===== config.mk =====
export PLATFORM = sky130hd
export DESIGN_NAME = min_finder_seq
export DESIGN_NICKNAME = d
export VERILOG_FILES = /design/src/rtl/min_finder_pkg.sv /design/src/rtl/min_finder_upd.sv /design/src/rtl/min_finder_seq.sv
export SDC_FILE = /design/constraint.sdc
export NUM_CORES = 1
export LEC_CHECK = 0
export BUFFER_PORTS_ARGS = -buffer_cell sky130_fd_sc_hd__buf_2
export CORE_MARGIN = 3
export CORE_UTILIZATION = 50
export DETAILED_ROUTE_END_ITERATION = 12
export PLACE_DENSITY = 0.73
export SYNTH_ARGS = -nofsm -noshare
export SYNTH_HDL_FRONTEND = slang
export SYNTH_SLANG_ARGS = --single-unit

===== constraint.sdc =====
create_clock -name clk_i -period 1.7 [get_ports clk_i]
set_input_delay 0.255 -clock clk_i [delete_from_list [all_inputs] [get_ports clk_i]]
set_output_delay 0.255 -clock clk_i [all_outputs]
set_load 0.05 [all_outputs]

===== src/rtl/min_finder_pkg.sv =====
// Shared constants and FSM state type for the serial min finder.
package min_finder_pkg;
  localparam int N_NUMBER_DEF = 10;
  localparam int N_BIT_DEF    = 4;

  typedef enum logic {COLLECT, HOLD} state_e;
endpackage


===== src/rtl/min_finder_upd.sv =====
// Combinational compare/update cell: folds one value into the running min1/min2/index.
// MIN_FINDER_SEQ_INDEX2_EN adds tracking of the min2 source position.
module min_finder_upd #(
  parameter int N_BIT = 4,
  parameter int IDX_W = 4
) (
  input  logic [N_BIT-1:0] data_i,
  input  logic [N_BIT-1:0] run_min1_i,
  input  logic [N_BIT-1:0] run_min2_i,
  input  logic [IDX_W-1:0] run_idx_i,
`ifdef MIN_FINDER_SEQ_INDEX2_EN
  input  logic [IDX_W-1:0] run_idx2_i,
  output logic [IDX_W-1:0] next_idx2_o,
`endif
  input  logic [IDX_W-1:0] cnt_i,
  output logic [N_BIT-1:0] next_min1_o,
  output logic [N_BIT-1:0] next_min2_o,
  output logic [IDX_W-1:0] next_idx_o
);
  logic below_min1;
  logic below_min2;

  // Strict compares: a tie with min1 falls to the min2 branch, keeping the first index.
  assign below_min1 = data_i < run_min1_i;
  assign below_min2 = data_i < run_min2_i;

  always_comb begin
    next_min1_o = run_min1_i;
    next_min2_o = run_min2_i;
    next_idx_o  = run_idx_i;
`ifdef MIN_FINDER_SEQ_INDEX2_EN
    next_idx2_o = run_idx2_i;
`endif
    if (below_min1) begin
      next_min2_o = run_min1_i;
      next_min1_o = data_i;
      next_idx_o  = cnt_i;
`ifdef MIN_FINDER_SEQ_INDEX2_EN
      next_idx2_o = run_idx_i;
`endif
    end else if (below_min2) begin
      next_min2_o = data_i;
`ifdef MIN_FINDER_SEQ_INDEX2_EN
      next_idx2_o = cnt_i;
`endif
    end
  end
endmodule


===== src/rtl/min_finder_seq.sv =====
// Serial min finder: collects N_NUMBER values per frame and reports min1, min2 and min1 index.
// MIN_FINDER_SEQ_INDEX2_EN adds the index_min2_o output.
module min_finder_seq
  import min_finder_pkg::*;
#(
  parameter int N_NUMBER = N_NUMBER_DEF,
  parameter int N_BIT    = N_BIT_DEF,
  parameter int IDX_W    = 4
) (
  input  logic             clk_i,
  input  logic             rst_i,
  input  logic [N_BIT-1:0] data_i,
  input  logic             data_valid_i,
  output logic             data_ready_o,
  output logic [N_BIT-1:0] min1_o,
  output logic [N_BIT-1:0] min2_o,
  output logic [IDX_W-1:0] index_min1_o,
`ifdef MIN_FINDER_SEQ_INDEX2_EN
  output logic [IDX_W-1:0] index_min2_o,
`endif
  output logic             result_valid_o,
  input  logic             result_ready_i
);
  localparam logic [IDX_W-1:0] LAST_IDX = IDX_W'(N_NUMBER - 1);

  state_e           state_q;
  logic [IDX_W-1:0] cnt_q;
  logic [N_BIT-1:0] run_min1_q, run_min2_q;
  logic [IDX_W-1:0] run_idx_q;
  logic [N_BIT-1:0] run_min1_d, run_min2_d;
  logic [IDX_W-1:0] run_idx_d;
  logic [N_BIT-1:0] min1_q, min2_q;
  logic [IDX_W-1:0] idx1_q;
`ifdef MIN_FINDER_SEQ_INDEX2_EN
  logic [IDX_W-1:0] run_idx2_q, run_idx2_d, idx2_q;
`endif

  logic is_last, accept, final_acc, take;

  assign is_last        = cnt_q == LAST_IDX;
  assign result_valid_o = state_q == HOLD;
  // Only the closing element has to wait for the previous result to be consumed.
  assign data_ready_o   = !(is_last && result_valid_o && !result_ready_i);
  assign accept         = data_valid_i && data_ready_o;
  assign final_acc      = accept && is_last;
  assign take           = result_valid_o && result_ready_i;

  assign min1_o       = min1_q;
  assign min2_o       = min2_q;
  assign index_min1_o = idx1_q;
`ifdef MIN_FINDER_SEQ_INDEX2_EN
  assign index_min2_o = idx2_q;
`endif

  min_finder_upd #(.N_BIT(N_BIT), .IDX_W(IDX_W)) u_upd (
    .data_i      (data_i),
    .run_min1_i  (run_min1_q),
    .run_min2_i  (run_min2_q),
    .run_idx_i   (run_idx_q),
`ifdef MIN_FINDER_SEQ_INDEX2_EN
    .run_idx2_i  (run_idx2_q),
    .next_idx2_o (run_idx2_d),
`endif
    .cnt_i       (cnt_q),
    .next_min1_o (run_min1_d),
    .next_min2_o (run_min2_d),
    .next_idx_o  (run_idx_d)
  );

  always_ff @(posedge clk_i) begin
    if (rst_i) begin
      state_q    <= COLLECT;
      cnt_q      <= '0;
      run_min1_q <= '1;
      run_min2_q <= '1;
      run_idx_q  <= '0;
      min1_q     <= '0;
      min2_q     <= '0;
      idx1_q     <= '0;
`ifdef MIN_FINDER_SEQ_INDEX2_EN
      run_idx2_q <= '0;
      idx2_q     <= '0;
`endif
    end else begin
      if (final_acc) begin
        // Result takes the values including the closing element; running state restarts.
        min1_q     <= run_min1_d;
        min2_q     <= run_min2_d;
        idx1_q     <= run_idx_d;
        cnt_q      <= '0;
        run_min1_q <= '1;
        run_min2_q <= '1;
        run_idx_q  <= '0;
`ifdef MIN_FINDER_SEQ_INDEX2_EN
        idx2_q     <= run_idx2_d;
        run_idx2_q <= '0;
`endif
      end else if (accept) begin
        cnt_q      <= cnt_q + IDX_W'(1);
        run_min1_q <= run_min1_d;
        run_min2_q <= run_min2_d;
        run_idx_q  <= run_idx_d;
`ifdef MIN_FINDER_SEQ_INDEX2_EN
        run_idx2_q <= run_idx2_d;
`endif
      end
      case (state_q)
        COLLECT: if (final_acc) state_q <= HOLD;
        HOLD:    if (take && !final_acc) state_q <= COLLECT;
        default: state_q <= COLLECT;
      endcase
    end
  end
endmodule


# ---- Yosys cells after proc, flatten, opt, wreduce, memory -nomap -nowiden
# Cells that the tools add are included.
dict set report totals {
  word_cells 30
  register_bits 29
  rom_bits 0
  in_bits 8
  out_inout_bits 14
  mem_count 0
  mem_bits_rw 0
  latchBits 0
}
dict set report op_classes {
  n_reduce_logical 10
  add_sub_neg 1
  muxes 7
  shifts 0
  n_div 0
  n_eq_ne 1
  bitwise_logic 1
  mul 0
  magnitude_cmp 2
}
# operator n
set ops {}
lappend ops {{2-to-1 mux 4 bit} 4}
lappend ops {{less-than comparator 4 bit} 2}
lappend ops {{logical AND 1 bit} 6}
lappend ops {{adder 4 x 1 -> 4 bit (second input constant)} 1}
lappend ops {{equality test 4 bit (second input constant)} 1}
lappend ops {{zero test 1 bit} 3}
lappend ops {{2-to-1 mux 1 bit} 2}
lappend ops {{case mux 1 bit (2 select lines)} 1}
lappend ops {{OR reduction 2 bit} 1}
lappend ops {{NOT 1 bit} 1}

# ---- Logic depth before layout (Yosys ltp)
# Gate-level depths: netlist of run 1.
dict set report depth {
  depth_word 10
  depth_mapped 8
}

# ---- Hierarchy
# From an unflattened synthesis of run 1, not the netlist that was laid out.
dict set report unflattened {
  cells_unflattened 149
  area_unflattened_um2 1555.2
}
# module area_per_inst_um2 seq_area_each_um2 cells_each n_inst
set modules_own_cells {}
lappend modules_own_cells {min_finder_seq 1186.1 580.6 108 1}
lappend modules_own_cells {min_finder_upd 369.1 0.0 41 1}

# ---- Least setup slack after synthesis of run 1
# No wires, ideal clock.
dict set report synth_timing {
  kind {reg2reg}
  start {register run_min2_q[1]}
  end {register run_min2_q[1]}
  t_arrival_ns 1.589
  stages_incl_launch_ff 7
  required_time_ns 1.567
  setup_time_ns 0.133
  n_path_buf 0
  slack_ns -0.022
  path_cell_list {dfxtp_1 > inv_1 > ha_1 > or3b_1 > a21bo_1 > a221oi_2 > o311ai_1}
}
dict set report synth_between {
  elab_chain_len 3
}
# element line
set synth_rtl {}
lappend synth_rtl {{from (decl)} min_finder_seq.sv:28} ;# logic [N_BIT-1:0] run_min1_q, run_min2_q;
lappend synth_rtl {{from (signal assigned)} min_finder_seq.sv:101} ;# run_min2_q <= run_min2_d;
lappend synth_rtl {{less-than comparator 4 bit} min_finder_upd.sv:25} ;# assign below_min2 = data_i < run_min2_i;
lappend synth_rtl {{2-to-1 mux 4 bit *} min_finder_upd.sv:41} ;# end else if (below_min2) begin
lappend synth_rtl {{2-to-1 mux 4 bit *} min_finder_upd.sv:34} ;# if (below_min1) begin
# Every way passes the cells marked *; elsewhere a longest branch is shown, timed or not.
# A chain may end at the register's enable or synchronous reset.

# ---- Final worst setup path of run 1
dict set report layout_timing {
  start {register run_min2_q[1]}
  end {register run_min2_q[2]}
}
dict set report layout_between {
  elab_chain_len 3
}
# element line
set layout_rtl {}
lappend layout_rtl {{less-than comparator 4 bit} min_finder_upd.sv:25}
lappend layout_rtl {{2-to-1 mux 4 bit} min_finder_upd.sv:41}
lappend layout_rtl {{2-to-1 mux 4 bit} min_finder_upd.sv:34}
# No other way between the ends.

==> results of run 1 <==
[critical path, delay by kind of cell, from the launching register on]
kind	cells	cell delay, ns
fa+ha+maj	1	0.15
buf+inv	1	0.04
compound gates	3	0.69
simple gates	1	0.41
flops	1	0.34
[layout by cell type, fill, tap and decap left out, types with 2 or more instances in the layout]
cell type | netlist | routed
buf_2 | 7 | 20
ha_4 | 0 | 5
a21oi_1 | 10 | 10
mux2i_2 | 0 | 2
mux2i_1 | 7 | 5
inv_1 | 9 | 4
a221oi_4 | 0 | 2
buf_4 | 0 | 28
nand3_1 | 13 | 13
clkbuf_4 | 0 | 5
dfxtp_1 | 29 | 23
nor2_1 | 9 | 9
dfxtp_2 | 0 | 6
inv_2 | 0 | 5
nand2b_1 | 3 | 3
o21ai_0 | 17 | 12
a211oi_1 | 3 | 2
and2_1 | 3 | 3
nand2_1 | 16 | 15
ha_1 | 8 | 3
o211ai_1 | 4 | 4
o21ai_1 | 0 | 5
buf_12 | 0 | 2
[metrics by stage]
step | total power [W] | hold WS [ns] | TNS [ns]
after floorplan | 0.0009457 | 0.3241 | 0
after global placement | 0.001069 | 0.4359 | -0.06949
after detailed placement | 0.001084 | 0.4362 | -0.4248
after CTS | 0.001519 | 0.1784 | -0.005706
after global routing | 0.001683 | 0.1862 | -0.4601
final | 0.001620 | 0.1694 | -0.06667
[cell type report]
type	instances	area share [%]
Inverter	9	1.629
Clock buffer	7	2.655
Multi-Input combinational cell	123	46.83
Tap cell	31	1.871
Timing Repair Buffer	52	18.65
Sequential cell	29	28.36
[kinds of logic after synthesis]
group / share of synthesized area [%]
XOR/XNOR: 1.169
buffers and inverters: 6.093
AND/OR/NAND/NOR: 17.86
adder cells (fa/ha/maj): 6.678
AO/OA/AOI/OAI: 24.04
multiplexers: 5.426
flip-flops: 38.73
[layer usage]
layer	track usage [%]	part of all wire [%]	vias to the layer above
met5	0	0	-
met4	8.978	2.5	0
met3	4.681	6.4	15
met2	35.73	50	59
met1	27.11	41	714
li1	-	-	713
[flip-flops by register name, indices dropped and copies added (netlist names)]
signal,count
cnt_q,4
index_min1_o,4
min1_o,4
min2_o,4
result_valid_o,1
run_idx_q,4
run_min1_q,4
run_min2_q,4
[how the worst min path moves through the flow]
| stage | start | end | slack [ns] | cells past startpoint |
|---|---|---|---|---|
| floorplan | rst_i | result_valid_o$_SDFF_PP0_ | 0.32 | 1 |
| global placement | min1_o[0]$_SDFFE_PP0P_ | min1_o[0]$_SDFFE_PP0P_ | 0.44 | 2 |
| detailed placement | min2_o[1]$_SDFFE_PP0P_ | min2_o[1]$_SDFFE_PP0P_ | 0.44 | 2 |
| CTS | rst_i | result_valid_o$_SDFF_PP0_ | 0.18 | 2 |
| global route | rst_i | index_min1_o[3]$_SDFFE_PP0P_ | 0.19 | 2 |
| finish | rst_i | index_min1_o[3]$_SDFFE_PP0P_ | 0.17 | 2 |
[power groups by stage]
stage / sequential (W) / clock, W / combinational, W
6_report: 0.000727 / 0.000437 / 0.000455
5_1_grt: 0.000729 / 0.000464 / 0.000490
4_1_cts: 0.000722 / 0.000426 / 0.000371
3_5_place_dp: 0.000736 / 0 / 0.000347
3_3_place_gp: 0.000735 / 0 / 0.000334
2_1_floorplan: 0.000739 / 0 / 0.000206
[repair_timing]
item                       4_1_cts  5_1_grt
cloned                           0        1
pin swaps                        8       11
setup endpoints to repair       12       24
gates resized for setup         10       30
setup buffers                    2        2
==> impl_results.md, run 1 <==
- Syn avg cell area: 8.817 sq um
- Most common flop cell mapped by yosys: dfxtp_1
- Initial Utilization: 53.43%
- Die ar.: 0.003691 sq mm
- Via count: 1,501
- FF-to-FF Start: run_min2_q[1]$_SDFFE_PP1P_
- Sw frac: 30.02%
- Area fraction of the dominant cell type after synthesis: 38.73%
- Fin worst setup slack: -0.04459 ns
- Clk_skew: 0.01059 ns
- Count of cell types in the netlist: 39
- Sinks on Clock Net: 29
- Routed WL: 4.056 mm
- Worst r2r dst: run_min2_q[2]$_SDFFE_PP1P_
- Core area: 0.002805 sq mm
- Critical path's slowest cell: or3b_4
- Final core utilization: 73.91%
- Placer Congestion: 0.8331
- Reg area: 588.1 sq um
- Sequential-to-total area share from yosys stat: 38.73%
- IO Pins: 22
- Initial antenna violation count: 0
- Final setup fails: 2
- Switching power: 0.0004862 W
- Post-synth EDFFs: 0
- Commonest cells post-synth: 29 x dfxtp_1, 17 x o21ai_0, 16 x nand2_1
- Critical Path Sink: run_min2_q[2]$_SDFFE_PP1P_
- # diodes: 0
- H-tree depth: 2
- Asr flop ratio synth: 0%
- Worst slew pin tran: 0.5042 ns
- Buffer type at the clock tree root: clkbuf_4
- Peak VDD IR: 0.5176 mV
- ANT nets after route: 0
- Final std cells w/o fill: 251
- Largest net degree at the start of global routing: 17
- Number of global-route vias before repair: 1,338
- Leakage: 0.9170 nW
- CTS tree: yes
- Syn Inst Count: 170
- Area Overhead vs Synth: 38.31%
- DRC errors left: 0
- Dpl ws: -0.07257 ns
- DIE WIDTH: 60.75 um
- Worst slew margin: 66.39%
- Layout cell share with drive strength beyond 1: 42.27%
- Clk_lat worst skew: 0.34 ns
- Synth area leaders: dfxtp_1 39%, ha_1 6.7%, o21ai_0 5.7%, mux2i_1 4.7%, nand3_1 4.3%
- Cell Int Power: 0.001133 W
- Yosys top cell by area: dfxtp_1
- Crit Path Category: flop to flop
- Worst path cell trace: inv_2 > ha_4 > or3b_4 > a21bo_4 > a221oi_4 > o311ai_2
- Count leader, synth: dfxtp_1
- Mapped Area: 0.001499 sq mm
- Nets@finish: 236
- Synth warn: 0
- Worst Path Max Fanout: 2
- Total CTS buffers: 5
- Via-to-Cell Ratio: 5.980
- Cells after DPL: 239
- Clk pwr share: 27.0%
- 1st-iter DRT viols: 113
- Final worst-path cycle share: 102.6%
- DR WL/cell: 16.16 um
- Number of synthesized register bits: 29
- CTS max path bufs: 2
- Fin area: 0.002073 sq mm
- GRT Util Overall: 21.58%
- CP peak stage delay: 0.41 ns
- Worst Path Required: 1.90 ns
- Crit path DAT: 1.95 ns
- Port Buf Inserts: 21
- Comb power frac: 28.1%
- # fillers: 195
- Clk slew on worst S/H paths: 0.10 ns
- Row count: 19
- Status: complete, but fails checks
- Syn nets: 186
- RSZ-0062 raised after global routing: yes
- Hold-fix buffers at CTS: 0
- Final hold vios: 0
- Hold WC Path Type: primary input to flop
- Worst Setup SP: run_min2_q[1]$_SDFFE_PP1P_
- Seq pwr share: 44.9%
- Min cycle time layout: 1.745 ns
- PD cells: 781.2 mW/mm^2
- CP startpoint kind: flop
- Fmax: 573.2 MHz
- Global route overflow: 0
- Multi-input gate area: 970.9 sq um
- DIE HEIGHT: 60.75 um
- Placed instance area: 0.001805 sq mm
- Max Cap Viol: 0
- Flop2flop setup slack: -0.04 ns
- FF-to-FF path depth: 6
- Violated checks: setup timing
- Final max-slew violation count: 0
- Placed wire-length estimate: 2.641 mm
- First-pass GRT wire length: 5.892 mm
- DR pass1 iterations: 4
- CP endpoint kind: flop
Note: power is estimated with default switching activity, not from simulation.
==> inputs of run 2 (changes only) <==
--- a/config.mk
+++ b/config.mk
@@ -9,7 +9,7 @@
 export CORE_MARGIN = 3
 export CORE_UTILIZATION = 50
 export DETAILED_ROUTE_END_ITERATION = 12
-export PLACE_DENSITY = 0.73
+export PLACE_DENSITY_LB_ADDON = 0.05
 export SYNTH_ARGS = -nofsm -noshare
 export SYNTH_HDL_FRONTEND = slang
 export SYNTH_SLANG_ARGS = --single-unit
==> run 2 against run 1 <==
Net effect:
- the run still ends with setup timing left
- global-route usage up 1.5 points
- die area unchanged
- sequential cell count unchanged
- clock skew down 0.0019 ns
- largest power group unchanged
- wire length down 2.3%
- fmax up 1.6%
- critical path type unchanged
- critical endpoint unchanged
==> impl_results.md, run 2 (same netlist as run 1, synthesis figures left out) <==
- Worst slew margin: 66.93% (was 66.39%)
- Routing usage on met3: 7.660% (was 4.681%)
- RSZ-0062 raised after global routing: yes (unchanged)
- DIE HEIGHT: 60.75 um (unchanged)
- Fin worst setup slack: -0.01663 ns (was -0.04459 ns)
- Port Buf Inserts: 21 (unchanged)
- Status: complete, but fails checks (unchanged)
- Final setup fails: 3 (was 2)
- ANT nets after route: 0 (unchanged)
- Crit path DAT: 1.94 ns (was 1.95 ns)
- Gr busiest metal: met2 (unchanged)
- Initial antenna violation count: 0 (unchanged)
- Most common cell after layout, fill and taps aside: buf_4 (unchanged)
- Via-to-Cell Ratio: 5.729 (was 5.980)
- Die ar.: 0.003691 sq mm (unchanged)
- Clk_skew: 0.008710 ns (was 0.01059 ns)
- Violated checks: setup timing (unchanged)
- Buffer type at the clock tree root: clkbuf_4 (unchanged)
- Sw frac: 26.70% (was 30.02%)
- Global route overflow: 0 (unchanged)
- 1st-iter DRT viols: 72 (was 113)
- Final hold vios: 0 (unchanged)
- # fillers: 202 (was 195)
- H-tree depth: 2 (unchanged)
- Nets@finish: 239 (was 236)
- Routed WL: 3.963 mm (was 4.056 mm)
- Final worst-path cycle share: 101.0% (was 102.6%)
- CTS tree: yes (unchanged)
- Layout cell share with drive strength beyond 1: 44.64% (was 42.27%)
- CP endpoint kind: flop (unchanged)
- GRT Util Overall: 23.06% (was 21.58%)
- Via count: 1,461 (was 1,501)
- Seq pwr share: 37.6% (was 44.9%)
- Placer Congestion: 0.8667 (was 0.8331)
- Final std cells w/o fill: 255 (was 251)
- Initial Utilization: 53.43% (unchanged)
- Most frequent cells in the layout: 30 x buf_4, 23 x dfxtp_1, 20 x buf_2 (was 28 x buf_4, 23 x dfxtp_1, 20 x buf_2)
- Met2 usage: 35.88% (was 35.73%)
- Hold-fix buffers at CTS: 0 (unchanged)
- DRC errors left: 0 (unchanged)
- Row count: 19 (unchanged)
- Clk pwr share: 37.3% (was 27.0%)
- Worst hold slack: 0.1538 ns (was 0.1694 ns)
- DIE WIDTH: 60.75 um (unchanged)
- Total CTS buffers: 5 (unchanged)
- Dpl ws: -0.1248 ns (was -0.07257 ns)
- Area Overhead vs Synth: 44.49% (was 38.31%)
- First-pass GRT wire length: 6.203 mm (was 5.892 mm)
- Global routing usage on met1: 27.71% (was 27.11%)
- Fmax: 582.5 MHz (was 573.2 MHz)
- Leakage: 0.9573 nW (was 0.9170 nW)
- Final max-slew violation count: 0 (unchanged)
- Crit Path Category: flop to flop (unchanged)
- Core area: 0.002805 sq mm (unchanged)
- Placed wire-length estimate: 2.549 mm (was 2.641 mm)
- DR pass1 iterations: 4 (unchanged)
- # diodes: 0 (unchanged)
- Cell Int Power: 0.001415 W (was 0.001133 W)
- Sinks on Clock Net: 29 (unchanged)
- Min cycle time layout: 1.717 ns (was 1.745 ns)
- Clk slew on worst S/H paths: 0.10 ns (about the same)
- CTS max path bufs: 2 (unchanged)
- DR WL/cell: 15.54 um (was 16.16 um)
- Peak VDD IR: 0.4987 mV (was 0.5176 mV)
- Comb power frac: 25.1% (was 28.1%)
- PD cells: 891.3 mW/mm^2 (was 781.2 mW/mm^2)
- CP startpoint kind: flop (unchanged)
- Post-layout power: 0.001930 W (was 0.001620 W)
- Switching power: 0.0005153 W (was 0.0004862 W)
- IO Pins: 22 (unchanged)
- Hold WC Path Type: primary input to flop (unchanged)
- Worst Path Max Fanout: 2 (unchanged)
- Worst Path Required: 1.92 ns (was 1.90 ns)
- Worst slew pin tran: 0.4961 ns (was 0.5042 ns)
- Largest net degree at the start of global routing: 14 (was 17)
- Number of global-route vias before repair: 1,378 (was 1,338)
- Max Cap Viol: 0 (unchanged)
- Cells after DPL: 238 (was 239)
- Clk_lat worst skew: 0.34 ns (about the same)
[run 2: repair_timing]
item,in CTS,in global routing
endpoints found under the setup margin,12,23
pin swaps,9,12
resized for setup,11,30
gates cloned,1,0
buffers inserted,3,5
[run 2: worst paths after layout]
| kind | from | endpoint | slack (ns) | depth (start not counted) |
|---|---|---|---|---|
| worst min-delay path | rst_i | index_min1_o[3]$_SDFFE_PP0P_ | 0.15 | 2 |
| worst max-delay path | run_min2_q[1]$_SDFFE_PP1P_ | run_min2_q[2]$_SDFFE_PP1P_ | -0.02 | 6 |
| worst min register to register | min1_o[1]$_SDFFE_PP0P_ | min1_o[1]$_SDFFE_PP0P_ | 0.45 | 2 |
| worst max register to register | run_min2_q[1]$_SDFFE_PP1P_ | run_min2_q[2]$_SDFFE_PP1P_ | -0.02 | 6 |
[run 2: stage by stage]
step	cell area, sq um	utilization [%]	setup TNS, ns
CTS	2002	71.36	0
global placement	1798	64.09	-0.1841
floorplan	1499	-	0
detailed placement	1798	64.09	-0.8087
finish	2166	77.21	-0.02704
global route	2166	77.21	-0.5927
[run 2: critical path: stages (launching register included)]
cell and delay, ns:
dfxtp_2 0.34, inv_2 0.04, ha_4 0.14, or3b_4 0.40
a21bo_4 0.25, a221oi_4 0.29, o311ai_1 0.13
[run 2: area by class of cell]
| class | count | area [sq um] | area share (%) |
|---|---|---|---|
| Multi-Input combinational cell | 123 | 978.4 | 45.18 |
| Sequential cell | 29 | 588.1 | 27.15 |
| Timing Repair Buffer | 55 | 424.2 | 19.58 |
| Clock inverter | 3 | 65.06 | 3.004 |
| Tap cell | 31 | 38.79 | 1.791 |
| Clock buffer | 5 | 37.54 | 1.733 |
| Inverter | 9 | 33.78 | 1.560 |
[run 2: power groups by stage]
stage / clock network [W] / registers [W] / logic [W]
final: 0.000720 / 0.000726 / 0.000485
after global routing: 0.000775 / 0.000730 / 0.000521
after CTS: 0.000730 / 0.000722 / 0.000395
after detailed placement: 0 / 0.000736 / 0.000339
after global placement: 0 / 0.000735 / 0.000330
after floorplan: 0 / 0.000739 / 0.000206
[run 2: per-layer routing]
metal  wire [um]  share of wire, %  vias up
li1            -                 -      720
met1        1680                42      677
met2        1960                49       54
met3         237               6.0       10
met4          85               2.1        0
met5           0                 0        -
==> inputs of run 3 (changes only) <==
--- a/config.mk
+++ b/config.mk
@@ -5,9 +5,12 @@
 export SDC_FILE = /design/constraint.sdc
 export NUM_CORES = 1
 export LEC_CHECK = 0
-export BUFFER_PORTS_ARGS = -buffer_cell sky130_fd_sc_hd__buf_2
+export BUFFER_PORTS_ARGS = -buffer_cell sky130_fd_sc_hd__buf_4
+export CELL_PAD_IN_SITES_DETAIL_PLACEMENT = 1
+export CELL_PAD_IN_SITES_GLOBAL_PLACEMENT = 1
+export CORE_ASPECT_RATIO = 1.5
 export CORE_MARGIN = 3
-export CORE_UTILIZATION = 50
+export CORE_UTILIZATION = 38
 export DETAILED_ROUTE_END_ITERATION = 12
 export PLACE_DENSITY_LB_ADDON = 0.05
 export SYNTH_ARGS = -nofsm -noshare
==> run 3 against run 2 <==
Net effect:
- the flow still finishes with violations (setup timing)
- die area is 29% higher
- final area is 1.1% higher
- clock power is 24% lower
- global-route usage is 3.1 points lower
- first-iteration DRC count is 71% lower
- count of clock-buffer cells in the layout is 3 higher
- critical endpoint unchanged
- largest power group unchanged
==> impl_results.md, run 3 (same netlist as run 1, synthesis figures left out) <==
- Status: complete, but fails checks (unchanged)
- Violated checks: setup timing (unchanged)
- Worst path cell trace: inv_2 > ha_4 > or3b_4 > a21bo_4 > a221oi_4 > o311ai_1 (unchanged)
- DRC errors left: 0 (unchanged)
- Flop2flop setup slack: -0.04 ns (was -0.02 ns)
- Placer Congestion: 0.7678 (was 0.8667)
- Dpl ws: -0.1426 ns (was -0.1248 ns)
- Port Buf Inserts: 21 (unchanged)
- CP peak stage delay: 0.38 ns (was 0.40 ns)
- Core area: 0.003750 sq mm (was 0.002805 sq mm)
- DIE HEIGHT: 82.92 um (was 60.75 um)
- Routed WL: 4.569 mm (was 3.963 mm)
- 1st-iter DRT viols: 21 (was 72)
- DR WL/cell: 17.31 um (was 15.54 um)
- Number of global-route vias before repair: 1,593 (was 1,378)
- Uppermost layer routed: met4 (unchanged)
- Via-to-Cell Ratio: 5.652 (was 5.729)
- Largest net degree at the start of global routing: 17 (was 14)
- Initial Utilization: 39.97% (was 53.43%)
- Initial antenna violation count: 0 (unchanged)
- Clk slew on worst S/H paths: 0.06 ns (was 0.10 ns)
- Hold WC Path Type: primary input to flop (unchanged)
- # fillers: 449 (was 202)
- IO Pins: 22 (unchanged)
- Via count: 1,492 (was 1,461)
- DIE WIDTH: 57.28 um (was 60.75 um)
- Hold-fix buffers at CTS: 0 (unchanged)
- Beginning of the worst hold path: rst_i (unchanged)
- Layout cell share with drive strength beyond 1: 41.63% (was 44.64%)
- Row count: 27 (was 19)
- First-pass GRT wire length: 7.410 mm (was 6.203 mm)
- WHS Path Cells: 2 (unchanged)
- Max Cap Viol: 0 (unchanged)
- CTS max path bufs: 2 (unchanged)
- CP startpoint kind: flop (unchanged)
- FF-to-FF path depth: 6 (unchanged)
- # diodes: 0 (unchanged)
- Worst Path Required: 1.85 ns (was 1.92 ns)
- Global route overflow: 0 (unchanged)
- Sinks on Clock Net: 29 (unchanged)
- ANT nets after route: 0 (unchanged)
- Worst slew margin: 75.27% (was 66.93%)
- Worst Path Max Fanout: 2 (unchanged)
- Worst slew pin tran: 0.3710 ns (was 0.4961 ns)
- Min cycle time layout: 1.737 ns (was 1.717 ns)
- RSZ-0062 raised after global routing: yes (unchanged)
- Most frequent cells in the layout: 46 x buf_4, 23 x dfxtp_1, 16 x nand2_1 (was 30 x buf_4, 23 x dfxtp_1, 20 x buf_2)
- CP endpoint kind: flop (unchanged)
- Total CTS buffers: 5 (unchanged)
- Leakage: 0.9313 nW (was 0.9573 nW)
- Nets@finish: 236 (was 239)
- Clk_lat worst skew: 0.28 ns (was 0.34 ns)
- Routed wire length on met2: 2.459 mm (was 1.960 mm)
- Met1 WL: 1.856 mm (was 1.680 mm)
- Placed wire-length estimate: 3.099 mm (was 2.549 mm)
- Most common cell after layout, fill and taps aside: buf_4 (unchanged)
- Die ar.: 0.004750 sq mm (was 0.003691 sq mm)
- Final hold vios: 0 (unchanged)
- Buffer type at the clock tree root: clkbuf_8 (was clkbuf_4)
- Fmax: 575.7 MHz (was 582.5 MHz)
- Final setup fails: 4 (was 3)
- PD cells: 804.9 mW/mm^2 (was 891.3 mW/mm^2)
- GRT Util Overall: 19.99% (was 23.06%)
- CTS tree: yes (unchanged)
- Crit path DAT: 1.89 ns (was 1.94 ns)
- Worst r2r dst: run_min2_q[2]$_SDFFE_PP1P_ (unchanged)
- Final max-slew violation count: 0 (unchanged)
- Area Overhead vs Synth: 46.08% (was 44.49%)
- H-tree depth: 2 (unchanged)
- Peak VDD IR: 0.6207 mV (was 0.4987 mV)
- Critical path's slowest cell: or3b_4 (unchanged)
- Worst hold slack: 0.1850 ns (was 0.1538 ns)
- Final worst-path cycle share: 102.2% (was 101.0%)
- Hold path endpoint: result_valid_o$_SDFF_PP0_ (was index_min1_o[3]$_SDFFE_PP0P_)
- Fin worst setup slack: -0.03712 ns (was -0.01663 ns)
- Crit Path Category: flop to flop (unchanged)
- DR pass1 iterations: 4 (unchanged)
- Met3 WL post-DR: 113 um (was 237 um)
- Final core utilization: 58.39% (was 77.21%)
- FF-to-FF Start: run_min2_q[1]$_SDFFE_PP1P_ (unchanged)
- Clk_skew: 0.002975 ns (was 0.008710 ns)
-- run 3: metal layers --
metal,GRT usage (%),up-vias
li1,-,710
met1,21.24,736
met2,36.94,28
met3,3.733,18
met4,8.439,0
met5,0,-
-- run 3: per-stage QoR --
stage               cell area, sq um  total power (W)    TNS, ns  std cells
floorplan                       1499        0.0009457          0        170
global placement                1866         0.001079    -0.2681        250
detailed placement              1866         0.001093     -1.075        250
CTS                             2085         0.001712  -0.003360        261
global route                    2190         0.001855     -1.541        264
finish                          2190         0.001762   -0.05488        264
-- run 3: how the worst max path moves through the flow --
stage                                     from                           end  slack (ns)  cells past startpoint
floorplan           run_min2_q[1]$_SDFFE_PP1P_    run_min2_q[1]$_SDFFE_PP1P_      0.0007                      6
CTS                 run_min2_q[1]$_SDFFE_PP1P_    run_min2_q[1]$_SDFFE_PP1P_      -0.003                      6
finish              run_min2_q[1]$_SDFFE_PP1P_    run_min2_q[2]$_SDFFE_PP1P_       -0.04                      6
global placement                     data_i[3]  index_min1_o[3]$_SDFFE_PP0P_       -0.06                      7
global route        run_min1_q[3]$_SDFFE_PP1P_    run_min2_q[1]$_SDFFE_PP1P_       -0.18                      7
detailed placement  run_min2_q[1]$_SDFFE_PP1P_        min2_o[2]$_SDFFE_PP0P_       -0.14                      6
-- run 3: repair_timing --
action,4_1_cts,5_1_grt
gates cloned,1,0
endpoints found under the setup margin,14,23
setup buffers,2,3
pin swaps,11,9
resized for setup,21,24
-- run 3: area by class of cell --
class	count	area (sq um)	area share (%)
multi-input combinational	123	984.7	44.97
sequential	29	590.6	26.97
timing repair buffer	52	446.7	20.40
clock buffer	8	80.08	3.657
tap	43	53.80	2.457
inverter	9	33.78	1.543
-- run 3: report_power, final --
| part | internal [W] | switching (W) | leakage [nW] |
|---|---|---|---|
| Sequential | 0.000708 | 0.0000205 | 0.235 |
| Combinational | 0.000253 | 0.000235 | 0.657 |
| Clock | 0.000290 | 0.000255 | 0.0395 |
-- run 3: worst max-delay path: cells and delay by family, from the launching register on --
kind	cells	cell delay (ns)
compound gates	3	0.68
fa+ha+maj	1	0.15
buf+inv	1	0.05
flops	1	0.35
simple gates	1	0.38
